$ cat src/rtl/chsel_pkg.sv
// Shared constants and helpers for the chan_select_rr channel selector.
package chsel_pkg;

  localparam logic CHSEL_MODE_FIXED = 1'b0;
  localparam logic CHSEL_MODE_RR    = 1'b1;

  // Converts a one-hot grant (up to 16 channels) to a channel index; zero in gives 0.
  function automatic logic [3:0] onehot_to_idx(input logic [15:0] oh);
    logic [3:0] idx;
    idx = '0;
    for (int i = 0; i < 16; i++) begin
      if (oh[i]) idx = idx | 4'(i);
    end
    return idx;
  endfunction

endpackage

$ cat src/rtl/rr_arbiter.sv
// Round-robin arbiter: grants the first requester after ptr, wrapping modulo CH.
module rr_arbiter #(
  parameter int CH = 8,
  parameter int SW = 3
) (
  input  logic [CH-1:0] req,
  input  logic [SW-1:0] ptr,
  output logic [CH-1:0] gnt
);

  logic found;

  // k is the distance from ptr; the nearest requester wins.
  always_comb begin
    gnt   = '0;
    found = 1'b0;
    for (int k = 1; k <= CH; k++) begin
      for (int i = 0; i < CH; i++) begin
        if (!found && req[i] && (i == (int'(ptr) + k) % CH)) begin
          gnt[i] = 1'b1;
          found  = 1'b1;
        end
      end
    end
  end

endmodule

$ cat src/rtl/chan_select_rr.sv
// Registered CH-channel selector with fixed or round-robin steering.
// Round-robin is built only when the CHSEL_RR_EN macro is defined.
module chan_select_rr
  import chsel_pkg::*;
#(
  parameter  int N  = 8,
  parameter  int CH = 8,
  localparam int SW = $clog2(CH)
) (
  input  logic          clk,
  input  logic          rst,
  input  logic          cs_n,
  input  logic          mode,
  input  logic [SW-1:0] sel,
  input  logic [CH*N-1:0] in_data,
  input  logic [CH-1:0] in_valid,
  output logic [CH-1:0] in_ready,
  output logic [N-1:0]  out_data,
  output logic [SW-1:0] out_ch,
  output logic          out_valid,
  input  logic          out_ready
);

  // Handshake: a word moves on channel i at a rising edge when in_valid[i] and
  // in_ready[i] are both high; the output word moves when out_valid and out_ready are.
  logic          load;
  logic          accept_en;
  logic          xfer;
  logic [CH-1:0] gnt;
  logic [CH-1:0] gnt_fix;
  logic [SW-1:0] gnt_idx;
  logic [N-1:0]  gnt_data;

  assign load      = !out_valid || out_ready;
  assign accept_en = load && !cs_n;
  assign in_ready  = gnt & {CH{accept_en}};
  assign xfer      = |(in_valid & in_ready);
  assign gnt_idx   = SW'(onehot_to_idx(16'(gnt)));

  // An out-of-range sel matches no channel and therefore grants nothing.
  always_comb begin
    gnt_fix = '0;
    for (int i = 0; i < CH; i++) begin
      if (int'(sel) == i) gnt_fix[i] = in_valid[i];
    end
  end

  always_comb begin
    gnt_data = '0;
    for (int i = 0; i < CH; i++) begin
      gnt_data = gnt_data | (in_data[i*N +: N] & {N{gnt[i]}});
    end
  end

`ifdef CHSEL_RR_EN
  logic [SW-1:0] ptr;
  logic [CH-1:0] gnt_rr;

  rr_arbiter #(.CH(CH), .SW(SW)) u_rr_arbiter (
    .req (in_valid),
    .ptr (ptr),
    .gnt (gnt_rr)
  );

  assign gnt = (mode == CHSEL_MODE_RR) ? gnt_rr : gnt_fix;

  // ptr only advances on round-robin transfers so fixed-mode traffic keeps its place.
  always_ff @(posedge clk or posedge rst) begin
    if (rst) begin
      ptr <= SW'(CH - 1);
    end else if (xfer && (mode == CHSEL_MODE_RR)) begin
      ptr <= gnt_idx;
    end
  end
`else
  logic unused_mode;
  assign unused_mode = mode;
  assign gnt         = gnt_fix;
`endif

  always_ff @(posedge clk or posedge rst) begin
    if (rst) begin
      out_valid <= 1'b0;
      out_data  <= '0;
      out_ch    <= '0;
    end else if (load) begin
      out_valid <= xfer;
      if (xfer) begin
        out_data <= gnt_data;
        out_ch   <= gnt_idx;
      end
    end
  end

endmodule
$ cat config.mk
export PLATFORM = sky130hd
export DESIGN_NAME = chan_select_rr
export DESIGN_NICKNAME = d
export VERILOG_FILES = /design/src/rtl/chsel_pkg.sv /design/src/rtl/rr_arbiter.sv /design/src/rtl/chan_select_rr.sv
export SDC_FILE = /design/constraint.sdc
export NUM_CORES = 1
export LEC_CHECK = 0
export CAP_MARGIN = 15
export CORE_MARGIN = 3
export CORE_UTILIZATION = 36
export CTS_CLUSTER_SIZE = 28
export DETAILED_ROUTE_END_ITERATION = 10
export DONT_BUFFER_PORTS = 1
export HOLD_SLACK_MARGIN = 0.03
export PLACE_DENSITY = 0.59
export SLEW_MARGIN = 40
export SYNTH_ARGS = -nofsm -noshare
export SYNTH_HDL_FRONTEND = slang
export SYNTH_SLANG_ARGS = --single-unit
$ cat constraint.sdc
create_clock -name clk -period 1.65 [get_ports clk]
set_input_delay 0.33 -clock clk [delete_from_list [all_inputs] [get_ports clk]]
set_output_delay 0.33 -clock clk [all_outputs]
set_load 0.05 [all_outputs]
==> results.yml, run 1 <==
run_status:
  status: "complete, no violations"
worst_setup_path:
  crit_chain: "nand2b_1, nor2b_4, buf_6, and2_4"
  crit_type: "reg -> out"
  crit_buf_inv: 1
  path_delay_family: "simple AND/OR/NAND/NOR gates"
  cp-end-kind: "output port"
  critPathArrivalTime_ns: 1.32
  startpoint_type: "flop"
  critPathMaxStageDelay_ns: 0.40
  crit_slowest_cell: "dfrtp_2"
  crit_fanout: 5
  crit_required_ns: 1.32
yosys:
  ys_types: 35
  synth-seq-cells: 12
  synth_warnings: 0
  synth.avg_cell_area_sq_um: 10.05
  synth_seq_area_share_pct: 26.91
  synth_top_area_share_pct: 26.91
  synth_top_area_cell: "dfrtp_1"
  synth_cells: 111
  synth_area_leaders: "dfrtp_1 (27%), a22oi_1 (17%), buf_6 (6.1%), a41oi_2 (5.8%), a21o_1 (5.4%)"
  netlist_area_sq_um: 1116
  syn-num-nets: 191
floorplanning:
  ios: 100
  coreArea_sq_um: 2853
  die_area_sq_um: 3804
  fp.dieW_microns: 61.68
  core.rowCount: 19
  initial_utilization_pct: 39.12
  die-height_microns: 61.68
finish:
  mostFrequentLayoutCells: "a22oi_1 (26), buf_4 (12), dfrtp_1 (11), a21o_1 (8), and2_4 (8)"
  fin_nets: 202
  fillCellCount: 276
  instances_no_fill: 152
  final_util_pct: 44.65
  area_growth_pct: 14.13
  final_layout_size_suffix_gt1_share_pct: 35.54
  final_common_cell: "a22oi_1"
  diodes: 0
routing:
  drt-initial-drc-count: 50
  ant_nets: 0
  dr_total_vias: 1030
  routedWlPerCell_microns: 24.84
  drt-pass1-iter-count: 4
  drt-total-wl_mm: 3.775
  viasPerCell: 6.776
  route.detailed.drc: 0
timing:
  hold_viol_final: 0
  finalClockSkew_ns: 0.006787
  max_freq_ghz: 0.6066
  rsz0062_at_grt: "true"
  fin_crit_ns: 1.649
  slew-limit-headroom_pct: 64.86
  slew_violations: 0
  tightestPinTransition_ns: 0.5271
  fin_tns_setup_ns: 0
  finalCritPeriodShare_pct: 99.92
  setup_viol: 0
  fin_ws_ns: 0.001355
placed_design:
  dp_hpwl_mm: 2.982
  pre_cts_ws_ns: 0.02249
  placed_cells: 144
  place_congestion: 0.8492
  portBuffers: 0
power:
  p_sw_uw: 488.2
  p_int_uw: 612.8
  p_per_area_nw_per_um2: 864.4
  p_leak_uw: 0.0005507
  swShare_pct: 44.34
  pwr-share-clk_pct: 21.2
  vdd_drop_max_v: 0.0006332
  p_seq_share_pct: 56.1
  p_comb_share_pct: 22.8
clocking:
  cts_buffers: 3
  clk_pin_slew_worst_paths_ns: 0.07
  clkLatencyLatePin_ns: 0.27
  cts_max_path_buffers: 2
  cts_tree: "built"
  htreeDepth: 1
  cts_num_sinks: 12
  cts_root_buffer: "clkbuf_4"
global_route:
  antenna_found_initial: 0
  grt_pass1_vias: 996
  grtUsageTotal_pct: 18.11
  grt_first_pass_wirelength_mm: 4.830
  grt_start_max_net_pins: 13
  overflow: 0
job:
  max_cap_violations: 0
min_path:
  hold_path_class: "in -> reg"
layer usage:
metal | share of wire [%] | global-route usage, %
met1 | 36 | 18.37
met2 | 49 | 31.84
met3 | 13 | 10.90
met4 | 1.1 | 3.939
met5 | 0 | 0
kinds of logic (layout without fill, tap and decap cells):
| logic type | Yosys count | count (layout) | share of synthesized area [%] |
|---|---|---|---|
| AOI/OAI and AO/OA | 54 | 54 | 41.15 |
| buffers and inverters | 11 | 21 | 8.295 |
| DFF | 12 | 12 | 26.91 |
| muxes | 4 | 4 | 4.148 |
| and+or+nand+nor | 30 | 30 | 19.51 |
worst register-to-register path, stage by stage (launching register included):
cell      delay, ns
dfrtp_2        0.40
nand2b_1       0.09
nor2b_4        0.19
buf_6          0.13
buf_4          0.12
o21ai_4        0.07
buf_4          0.18
a31oi_1        0.16
a21o_1         0.10
power by group through the flow:
stage                     registers, uW  logic (uW)  clock network, uW
after floorplan                     617         188                  0
after global placement              626         226                  0
after detailed placement            626         231                  0
after CTS                           620         240                247
after global routing                628         274                259
final                               617         251                233
synthesized netlist by cell type, drive strengths merged:
master  count
nand2       7
nor4        2
and4bb      1
nand2b      2
nor2b       2
nor3b       1
and3        2
o22ai       1
a22o        5
mux2i       2
o21ai       3
a31oi       3
and2        8
nor2        3
buf         9
nor4b       1
and3b       1
a22oi      26
clkbuf      1
a41oi       5
a21o        8
a221oi      3
mux2        2
inv         1
dfrtp      12
layout make-up:
class	instances	area, sq um	area share, %
inverter	1	3.754	0.2947
clock buffer	4	36.28	2.849
tap	31	38.79	3.045
multi-input combinational	88	750.7	58.94
sequential	12	301.5	23.67
timing repair buffer	16	142.6	11.20
repair_timing:
item,4_1_cts,5_1_grt
hold endpoints to repair,12,0
endpoints found under the setup margin,8,8
cloned,0,1
setup buffers,1,1
hold buffers,1,0
resized for setup,1,3
registers in the layout, indices dropped and copies added (netlist names):
register,flops
out_ch,3
out_data,8
out_valid,1
stage by stage:
stage / power (uW) / cell area (sq um) / hold slack [ns]
floorplan: 804.4 / 1141 / 0.1946
global placement: 852.0 / 1192 / 0.2604
detailed placement: 856.2 / 1192 / 0.2614
CTS: 1107 / 1250 / 0.2283
global route: 1161 / 1274 / 0.2467
finish: 1101 / 1274 / 0.2508
worst paths after layout:
kind                       startpoint     endpoint  slack (ns)  cells past startpoint
setup / recovery            out_valid  in_ready[6]       0.001                      4
hold / removal              out_ready    out_valid        0.25                      2
setup reg to reg            out_valid  out_data[2]        0.15                      8
hold reg to reg             out_valid    out_valid        0.52                      2
max in group asynchronous         rst    out_valid        0.80                      2
min in group asynchronous         rst    out_ch[1]        0.50                      2
No activity file was read; power rests on OpenSTA's default activity.
==> inputs of run 2 (changes only) <==
--- a/config.mk
+++ b/config.mk
@@ -8,6 +8,7 @@
 export CAP_MARGIN = 15
 export CORE_MARGIN = 3
 export CORE_UTILIZATION = 36
+export CTS_CLUSTER_DIAMETER = 60
 export CTS_CLUSTER_SIZE = 28
 export DETAILED_ROUTE_END_ITERATION = 10
 export DONT_BUFFER_PORTS = 1
==> results of run 2 <==
Same layout as run 1: the final DEF is identical, and so are final timing and power.
